$ cat config.mk
export PLATFORM = sky130hd
export DESIGN_NAME = ex_ic_arbiter
export DESIGN_NICKNAME = d
export VERILOG_FILES = /design/src/rtl/ex_ic_arbiter.sv
export SDC_FILE = /design/constraint.sdc
export NUM_CORES = 1
export LEC_CHECK = 0
export CAP_MARGIN = 40
export CORE_UTILIZATION = 50
export DETAILED_ROUTE_END_ITERATION = 6
export PLACE_DENSITY_LB_ADDON = 0.1
export SETUP_SLACK_MARGIN = 0.05
export SLEW_MARGIN = 15
export SYNTH_ARGS = -nofsm -noshare
export SYNTH_HDL_FRONTEND = slang
export SYNTH_SLANG_ARGS = --single-unit
$ cat constraint.sdc
create_clock -name clock -period 9.08 [get_ports clock]
set_input_delay 2.724 -clock clock [delete_from_list [all_inputs] [get_ports clock]]
set_output_delay 2.724 -clock clock [all_outputs]
set_load 0.03 [all_outputs]
$ cat src/rtl/ex_ic_arbiter.sv
// Execute-to-complete arbiter: per-lane result FIFOs drained one per cycle by round-robin
// into a registered packet. Optional EX_IC_PERF_EN adds stall/done performance counters.
module ex_ic_arbiter #(
  parameter int NUM_FU     = 4,
  parameter int LANE_DEPTH = 2,
  parameter int PREG_W     = 6,
  parameter int ROB_W      = 5,
  parameter int XLEN       = 32
) (
  input  logic                     clock,
  input  logic                     reset,
  input  logic                     squash,
  input  logic [NUM_FU-1:0]        fu_valid,
  output logic [NUM_FU-1:0]        fu_ready,
  input  logic [NUM_FU*PREG_W-1:0] fu_dest_preg,
  input  logic [NUM_FU*ROB_W-1:0]  fu_rob_idx,
  input  logic [NUM_FU-1:0]        fu_take_branch,
  input  logic [NUM_FU*XLEN-1:0]   fu_result,
  input  logic [NUM_FU*XLEN-1:0]   fu_rs2_value,
  output logic                     ex_ic_valid,
  output logic [PREG_W-1:0]        ex_ic_dest_preg,
  output logic [ROB_W-1:0]         ex_ic_rob_idx,
  output logic                     ex_ic_take_branch,
  output logic [XLEN-1:0]          ex_ic_result,
  output logic [XLEN-1:0]          ex_ic_rs2_value
`ifdef EX_IC_PERF_EN
  ,
  output logic [31:0]              perf_stall_cnt,
  output logic [31:0]              perf_done_cnt
`endif
);

  localparam int PTR_W = (LANE_DEPTH > 1) ? $clog2(LANE_DEPTH) : 1;
  localparam int CNT_W = $clog2(LANE_DEPTH + 1);
  localparam int RR_W  = $clog2(NUM_FU);

  typedef struct packed {
    logic [PREG_W-1:0] dest_preg;
    logic [ROB_W-1:0]  rob_idx;
    logic              take_branch;
    logic [XLEN-1:0]   result;
    logic [XLEN-1:0]   rs2_value;
  } entry_t;

  function automatic logic [PTR_W-1:0] ptr_inc(input logic [PTR_W-1:0] p);
    return (p == PTR_W'(LANE_DEPTH - 1)) ? '0 : p + PTR_W'(1);
  endfunction

  entry_t            head [NUM_FU];
  logic [NUM_FU-1:0] nonempty;
  logic [NUM_FU-1:0] push;
  logic [NUM_FU-1:0] pop;
  logic              win_found;
  logic [RR_W-1:0]   win_idx;
  logic [RR_W:0]     scan;
  logic [RR_W-1:0]   rr_ptr_reg;
  entry_t            out_reg;
  logic              out_valid_reg;

  // Round-robin scan starting at rr_ptr; only already-stored entries are eligible.
  always_comb begin
    win_found = 1'b0;
    win_idx   = '0;
    scan      = '0;
    for (int k = 0; k < NUM_FU; k++) begin
      scan = {1'b0, rr_ptr_reg} + (RR_W+1)'(k);
      if (scan >= (RR_W+1)'(NUM_FU)) scan = scan - (RR_W+1)'(NUM_FU);
      if (!win_found && nonempty[scan[RR_W-1:0]]) begin
        win_found = 1'b1;
        win_idx   = scan[RR_W-1:0];
      end
    end
  end

  for (genvar gi = 0; gi < NUM_FU; gi++) begin : g_lane
    entry_t           mem [LANE_DEPTH];
    entry_t           in_entry;
    logic [CNT_W-1:0] count_reg;
    logic [PTR_W-1:0] wptr_reg;
    logic [PTR_W-1:0] rptr_reg;

    assign in_entry = {fu_dest_preg[gi*PREG_W +: PREG_W], fu_rob_idx[gi*ROB_W +: ROB_W],
                       fu_take_branch[gi], fu_result[gi*XLEN +: XLEN],
                       fu_rs2_value[gi*XLEN +: XLEN]};
    // Readiness comes from registered occupancy only, so a full lane stays not-ready while popping.
    assign fu_ready[gi] = reset & (count_reg < CNT_W'(LANE_DEPTH));
    assign push[gi]     = fu_valid[gi] & fu_ready[gi] & ~squash;
    assign pop[gi]      = win_found && (win_idx == RR_W'(gi));
    assign nonempty[gi] = (count_reg != '0);
    assign head[gi]     = mem[rptr_reg];

    always_ff @(posedge clock) begin
      if (push[gi]) mem[wptr_reg] <= in_entry;
    end

    always_ff @(posedge clock) begin
      if (!reset || squash) begin
        count_reg <= '0;
        wptr_reg  <= '0;
        rptr_reg  <= '0;
      end else begin
        if (push[gi]) wptr_reg <= ptr_inc(wptr_reg);
        if (pop[gi])  rptr_reg <= ptr_inc(rptr_reg);
        case ({push[gi], pop[gi]})
          2'b10:   count_reg <= count_reg + CNT_W'(1);
          2'b01:   count_reg <= count_reg - CNT_W'(1);
          default: count_reg <= count_reg;
        endcase
      end
    end
  end

  always_ff @(posedge clock) begin
    if (!reset || squash) begin
      out_valid_reg <= 1'b0;
      out_reg       <= '0;
      rr_ptr_reg    <= '0;
    end else if (win_found) begin
      out_valid_reg <= 1'b1;
      out_reg       <= head[win_idx];
      rr_ptr_reg    <= (win_idx == RR_W'(NUM_FU - 1)) ? '0 : win_idx + RR_W'(1);
    end else begin
      out_valid_reg <= 1'b0;
      out_reg       <= '0;
    end
  end

  assign ex_ic_valid       = out_valid_reg;
  assign ex_ic_dest_preg   = out_reg.dest_preg;
  assign ex_ic_rob_idx     = out_reg.rob_idx;
  assign ex_ic_take_branch = out_reg.take_branch;
  assign ex_ic_result      = out_reg.result;
  assign ex_ic_rs2_value   = out_reg.rs2_value;

`ifdef EX_IC_PERF_EN
  logic [31:0] stall_cnt_reg;
  logic [31:0] done_cnt_reg;

  // Saturating counters; squash intentionally leaves them alone.
  always_ff @(posedge clock) begin
    if (!reset) begin
      stall_cnt_reg <= '0;
      done_cnt_reg  <= '0;
    end else begin
      if (|(fu_valid & ~fu_ready) && stall_cnt_reg != '1) stall_cnt_reg <= stall_cnt_reg + 32'd1;
      if (out_valid_reg && done_cnt_reg != '1)            done_cnt_reg  <= done_cnt_reg + 32'd1;
    end
  end

  assign perf_stall_cnt = stall_cnt_reg;
  assign perf_done_cnt  = done_cnt_reg;
`endif

endmodule
---- Word-level counts from Yosys, hierarchy flattened ----
Memories as Yosys holds them, arrays and structs flattened. A register that Yosys moved wholly into a read port is not among the register bits.
Cells that the tools add are included.
cells by class
  add/sub/neg operators ................... 24
  bitwise logic cells ..................... 15
  equality and inequality tests ........... 11
  reductions and logical operators ........ 22
  mux-type cells .......................... 53
  magnitude comparators ................... 13
operators with widths
  operator               count
  $bmux W76 S2           1
  $mux W76               2
  $mux W1                33
  $mux W2                9
  $pmux W2 S2            4
  $reduce_bool A2 Y1     8
  $sub A2 B1 Y2 const B  8
  $and A1 B1 Y1          12
  $eq A2 B2 Y1 const B   6
  $ge A3 B3 Y1 const B   4
  $lt A2 B3 Y1 const B   4
  $add A2 B1 Y2 const B  5
  $eq A2 B1 Y1 const B   5
  $add A1 B1 Y1 const B  8
  $bmux W1 S2            4
  $lt A2 B2 Y1 const B   4
  $logic_and A1 B1 Y1    7
  $add A2 B2 Y3 const B  2
  $logic_not A1 Y1       4
  $add A2 B1 Y3 const B  1
  $ge A2 B3 Y1 const B   1
  $not A2 Y3             1
  $logic_not A2 Y1       1
  $not A1 Y1             2
  other kinds (2)        2
storage, ports and cells
  flip-flop bits (word level) ............. 95
  output and inout bits ................... 81
  memories ................................ 4
  input port bits ......................... 311
  memory bits (writable) .................. 608
memories
  name           depth  width  rd ports  clocked after Yosys merged registers in  write ports  line  source
  g_lane[0].mem  2      76     1         1                                        1            76    entry_t mem [LANE_DEPTH];
  g_lane[1].mem  2      76     1         1                                        1            76
  g_lane[2].mem  2      76     1         1                                        1            76
  g_lane[3].mem  2      76     1         1                                        1            76

---- Longest topological paths before layout ----
Gate-level depths: netlist of the first run.
  depth after elaboration ................. 18
  gate-level depth with buffers ........... 10
  gate-level depth less buffers ........... 8

---- Least setup slack after synthesis of the first run ----
OpenSTA, ideal clock, no wires.
  path type ............................... input-to-reg
  start point ............................. input port reset
  end point ............................... memory g_lane[0].mem[0][0] (netlist name) (enable)
  path slack .............................. 2.241 ns
  buffers on the path ..................... 1
  required time ........................... 8.569 ns
  stages .................................. 4
  setup time .............................. 0.511 ns
  arrival ................................. 6.328 ns
  cell sequence ........................... nor2b_1 clkbuf_1 nand2_1 nor2_1
between the ends
  word-level cells in the longest chain between the ends .. 5
ends and longest elaborated chain
  item                           line  source
  start, declared                11    input logic reset,
  $and A1 B1 Y1                  86    assign fu_ready[gi] = reset & (count_reg < CNT_W'(LANE_DEPTH));
  $and A1 B1 Y1 (2 in series)    87    assign push[gi] = fu_valid[gi] & fu_ready[gi] & ~squash;
  $mux W1                        93    if (push[gi]) mem[wptr_reg] <= in_entry;
  $mux W1 (implied by the code)  93
  end, declared                  76
Every way passes these cells.

---- Worst setup path in the final report of the first run ----
  start point ............................. input port reset
  end point ............................... output port fu_ready[0]
between the ends
  word-level cells in the longest chain between the ends .. 1
ends and longest elaborated chain
  item           line  source
  $and A1 B1 Y1  86
  end, declared  14    output logic [NUM_FU-1:0] fu_ready,
Every way passes these cells.

==> impl_metrics.json, run 1 <==
{
  "setup_viol": 0,
  "syn_inst": 1517,
  "synth_area_sq_um": 26500,
  "largest_reg_flops": 608,
  "r2r-start": "g_lane[0].count_reg[1]",
  "drive_above_1_share": 0.116,
  "io_buffers": 391,
  "crit_slowest_cell": "clkdlybuf4s50_1",
  "crit_family": "buffers and inverters",
  "ctsHoldBuffers": 0,
  "yosys-top-cells-area": "edfxtp_1, dfxtp_1, mux2i_1",
  "end_kind": "output pin",
  "fin_ws_ns": 2.06,
  "crit_required_ns": 6.36,
  "critPathKind": "in -> out",
  "htreeDepth": 3,
  "worstSkewPairLatency_ns": 0.60,
  "cts_setup_buffers": 0,
  "crit_cells": 3,
  "worst-path-buf-inv": 2,
  "path_clk_slew_ns": 0.06,
  "cts_tree": "built",
  "drt_iter0_markers": 1022,
  "cap_viol_max_count": 0,
  "synthToLayoutAreaGrowth_pct": 27.4,
  "outcome": "finished, final reports clean",
  "min_to": "g_lane[0].rptr_reg",
  "worst_pin_slew_ns": 0.854,
  "holdPathStages": 2,
  "r2r_end": "ex_ic_rs2_value[4]",
  "dieArea_sq_um": 53800,
  "ys.flop_type": "edfxtp_1",
  "ys_warn_count": 0,
  "drt-vias-per-instance": 5.63,
  "post_synth.cell_area_avg_sq_um": 17.4,
  "synth_top_area_frac": 0.690,
  "pin_count": 392,
  "synth_edf_count": 608,
  "ir_worst_vdd_v": 0.000151,
  "arrival_ns": 4.30,
  "place_ws_ns": 2.02,
  "wire_per_inst_um": 24.4,
  "power_density_nw_per_um2": 235,
  "rsz0062_at_grt": "no",
  "gp_congestion": 0.787,
  "period_needed_ns": 7.02,
  "antenna_found_initial": 14,
  "core_sq_um": 51800,
  "r2r_cells": 7,
  "maxSlewHeadroom": 0.429,
  "clockBufferDepth": 3,
  "dp_hpwl_um": 41700,
  "dr.pass1.iters": 5,
  "cts.sinks": 707,
  "rows": 83,
  "min_from": "g_lane[0].rptr_reg",
  "track_usage": 0.241,
  "slew_viol_final": 0,
  "syn_nets": 1832,
  "fin_tns_setup_ns": 0,
  "fin_crit_sh": 0.773,
  "regMostFlops": "g_lane.mem",
  "final_common_cell": "edfxtp_1",
  "cp_cell_sequence": "clkdlybuf4s50_1 > nor2b_1 > clkdlybuf4s50_1",
  "grt_start_max_net_pins": 71,
  "grt_pass1_vias": 15168,
  "fp.dieH_um": 232,
  "synth.distinct_cells": 35,
  "initial_utilization": 0.511,
  "crit_path_max_incr_delay_ns": 0.71,
  "synthArstFlopShare": 0,
  "clock_skew_ns": 0.0243,
  "final_cell_mix": "edfxtp_1, clkdlybuf4s50_1, nor2b_1, a211oi_1, mux2i_1",
  "ys_seq_area_frac": 0.765,
  "worst_setup_path_start_kind": "input pin",
  "synth_top_area_cell": "edfxtp_1",
  "cts_resized": 0,
  "clock-root-buffer": "clkbuf_16",
  "p_leak_nw": 10.7,
  "hp-class": "reg -> reg",
  "totalWireLength_um": 64800,
  "grt_pass1_wl_um": 94100,
  "drc_errors": 0,
  "rrSetupSlack_ns": 5.98,
  "vias": 14955,
  "fmax_ghz": 0.142,
  "antenna_left": 0,
  "ys_ff_latch": 707,
  "die_w_um": 232,
  "path_common_cell": "clkdlybuf4s50_1",
  "critPathMaxFanout": 6,
  "grt.overflow.total": 0,
  "nets": 2229,
  "hold_viol": 0,
  "cts-buffers-inserted": 71
}
-- final cells by class --
cell class | count | area (sq um)
antenna | 10 | 25.0
clock buffer | 101 | 2080
clock inverter | 24 | 238
fill | 3644 | 18100
inverter | 2 | 7.51
multi-input combinational | 711 | 5870
sequential | 707 | 20300
tap | 680 | 851
timing repair buffer | 421 | 4380
-- metal layers --
layer / track usage / vias up / wire (um)
met3: 0.0451 / 94 / 4080
li1: - / 6815 / -
met2: 0.394 / 475 / 31500
met4: 0.0917 / 10 / 1690
met1: 0.321 / 7561 / 27400
met5: 0 / - / 67
-- worst max-delay path by stage --
stage | start | slack, ns | end
4_1_cts | reset | 2.02 | fu_ready[0]
5_1_grt | reset | 2.00 | fu_ready[0]
6_report | reset | 2.06 | fu_ready[0]
2_1_floorplan | reset | 2.24 | g_lane[0].mem[0][0]
3_3_place_gp | reset | 1.99 | fu_ready[0]
3_5_place_dp | reset | 2.02 | fu_ready[0]
-- synth_stat cells (all sizes together) (4+ instances only) --
library cell	count
dfxtp	99
edfxtp	608
nor2	22
nor2b	161
mux2	76
ha	4
buf	50
xor2	4
a21oi	13
o21ai	10
clkbuf	47
xnor2	9
mux2i	152
or3	7
o32ai	76
a211oi	152
and3	5
nand2	8
-- power by group --
| group | internal [mW] | total (mW) | leakage (nW) | switching [mW] |
|---|---|---|---|---|
| Combinational | 0.572 | 1.26 | 3.18 | 0.689 |
| Sequential | 3.67 | 3.77 | 6.33 | 0.107 |
| Clock | 1.73 | 2.90 | 1.15 | 1.17 |
| Total | 5.97 | 7.93 | 10.7 | 1.96 |
-- cells by family after synthesis --
group | synth area share
buf+inv | 0.0164
flops | 0.765
compound gates | 0.0761
mux | 0.0898
xor+xnor | 0.00430
fa+ha+maj | 0.00189
simple gates | 0.0466
-- through the flow --
step                power [mW]  instances  utilization  area, sq um  hold WS, ns
global route              8.21       2654        0.650        33700        0.519
detailed placement        5.11       2519        0.604        31300        0.477
CTS                       8.00       2644        0.649        33600        0.485
finish                    7.93       2656        0.651        33700        0.490
global placement          5.04       2507        0.598        31000        0.462
floorplan                 4.56       1517            -        26500        0.453
-- worst reg2reg max path: stages (launching register included) --
cell and delay (ns):
dfxtp_1 0.37, o21bai_1 0.28, o311ai_2 0.21, a21oi_4 0.73, buf_4 0.55, buf_12 0.32, mux2_1 0.42, o32ai_1 0.14
Power figures use the tool's default switching activity.
==> run 2, diff against run 1 <==
--- a/config.mk
+++ b/config.mk
@@ -6,7 +6,7 @@
 export NUM_CORES = 1
 export LEC_CHECK = 0
 export CAP_MARGIN = 40
-export CORE_UTILIZATION = 50
+export CORE_UTILIZATION = 49
 export DETAILED_ROUTE_END_ITERATION = 6
 export PLACE_DENSITY_LB_ADDON = 0.1
 export SETUP_SLACK_MARGIN = 0.05
==> constraint.sdc (replaced) <==
create_clock -name clock -period 5.75 [get_ports clock]
set_input_delay 1.725 -clock clock [delete_from_list [all_inputs] [get_ports clock]]
set_output_delay 1.725 -clock clock [all_outputs]
set_load 0.03 [all_outputs]
==> impl_metrics.json, run 2 (synthesized netlist as in run 1, its figures left out) <==
{
  "totalWireLength_um": 64300,
  "dp_hpwl_um": 41800,
  "fillers": 3798,
  "place_area_sq_um": 31300,
  "setup_viol": 0,
  "power_density_nw_per_um2": 370,
  "rsz0062_at_grt": "no",
  "final_common_cell": "edfxtp_1",
  "antenna_left": 0,
  "drt_iter0_markers": 985,
  "maxSlewHeadroom": 0.424,
  "drt-vias-per-instance": 5.59,
  "final_cell_mix": "edfxtp_1, clkdlybuf4s50_1, nor2b_1, a211oi_1, mux2i_1",
  "clock-root-buffer": "clkbuf_16",
  "path_common_cell": "clkdlybuf4s50_1",
  "rows": 84,
  "cts_resized": 0,
  "whs_ns": 0.480,
  "end_kind": "output pin",
  "crit_path_max_incr_delay_ns": 0.71,
  "cts_tree": "built",
  "core_sq_um": 53000,
  "cts-buffers-inserted": 71,
  "initial_utilization": 0.500,
  "worstSkewPairLatency_ns": 0.60,
  "vias": 14872,
  "synthToLayoutAreaGrowth_pct": 27.1,
  "worst_setup_path_start_kind": "input pin",
  "arrival_ns": 3.28,
  "grt.overflow.total": 0,
  "rrSetupSlack_ns": 2.99,
  "grt_pass1_wl_um": 91900,
  "ir_worst_vdd_v": 0.000210,
  "final_util": 0.635,
  "fp.dieH_um": 234,
  "grt_start_max_net_pins": 81,
  "nets": 2227,
  "crit_required_ns": 4.03,
  "critPathMaxFanout": 6,
  "cp_cell_sequence": "clkdlybuf4s50_1 > nor2b_1 > clkdlybuf4s50_1",
  "ctsHoldBuffers": 0,
  "cts.sinks": 707,
  "hold_viol": 0,
  "grt_pass1_vias": 14745,
  "gp_congestion": 0.759,
  "cap_viol_max_count": 0,
  "fin_area_sq_um": 33600,
  "htreeDepth": 3,
  "cts_setup_buffers": 0,
  "track_usage": 0.232,
  "io_buffers": 391,
  "dp_cells": 2525,
  "dieArea_sq_um": 54900,
  "crit_slowest_cell": "clkdlybuf4s50_1",
  "regMostFlops": "g_lane.mem",
  "dr.pass1.iters": 5,
  "crit_family": "buffers and inverters",
  "die_w_um": 234,
  "slew_viol_final": 0,
  "largest_reg_flops": 608,
  "drc_errors": 0,
  "path_clk_slew_ns": 0.06,
  "pin_count": 392,
  "drive_above_1_share": 0.112,
  "antenna_found_initial": 10,
  "fmax_ghz": 0.200,
  "final_cell_count_no_fill": 2659,
  "fin_crit_sh": 0.871,
  "clock_skew_ns": 0.0203,
  "wire_per_inst_um": 24.2,
  "hp-class": "reg -> reg",
  "p_leak_nw": 10.6,
  "fin_tns_setup_ns": 0,
  "period_needed_ns": 5.01,
  "critPathKind": "in -> out",
  "worst-path-buf-inv": 2,
  "worst_pin_slew_ns": 0.864,
  "clockBufferDepth": 3,
  "outcome": "finished, final reports clean"
}
==> run 2: layer usage <==
layer,track usage,wire [um],share of wire,vias up
li1,-,-,-,6804
met2,0.377,31500,0.49,465
met3,0.0450,4110,0.064,93
met4,0.0740,1270,0.020,12
met1,0.315,27300,0.42,7498
met5,0,64,0.0010,-
==> run 2: report_power, final <==
| group | switching (mW) | internal, mW | total [mW] |
|---|---|---|---|
| Clock | 1.85 | 2.66 | 4.51 |
| Sequential | 0.142 | 5.79 | 5.93 |
| Combinational | 1.12 | 0.895 | 2.01 |
==> run 2: area by class of cell <==
| cell class | instances | area (sq um) | area share |
|---|---|---|---|
| diodes | 6 | 15.0 | 0.000446 |
| inverters | 2 | 7.51 | 0.000223 |
| flip-flops and latches | 707 | 20300 | 0.602 |
| clock buffers | 96 | 1960 | 0.0584 |
| clock inverters | 30 | 304 | 0.00904 |
| multi-input cells | 711 | 5870 | 0.174 |
| well taps | 688 | 861 | 0.0256 |
| repair buffers | 419 | 4360 | 0.130 |
==> run 2: worst reg2reg max path: cells and delay by family (launching register included) <==
family / cells / cell delay [ns]
buffers and inverters: 2 / 0.73
multiplexers: 1 / 0.42
flip-flops: 1 / 0.41
AO/OA/AOI/OAI: 4 / 1.08
==> run 2: through the flow <==
step	power, mW	setup slack [ns]
after floorplan	7.19	1.18
after global placement	7.97	0.681
after detailed placement	8.05	0.684
after CTS	12.6	0.685
after global routing	12.9	0.688
final	12.5	0.743
==> run 2: worst paths after layout <==
kind	startpoint	end	depth (start not counted)
setup reg to reg	g_lane[2].count_reg[1]	ex_ic_result[22]	7
hold reg to reg	g_lane[0].rptr_reg	flip-flop	2
hold / removal	g_lane[0].rptr_reg	flip-flop	2
setup / recovery	reset	fu_ready[0]	3
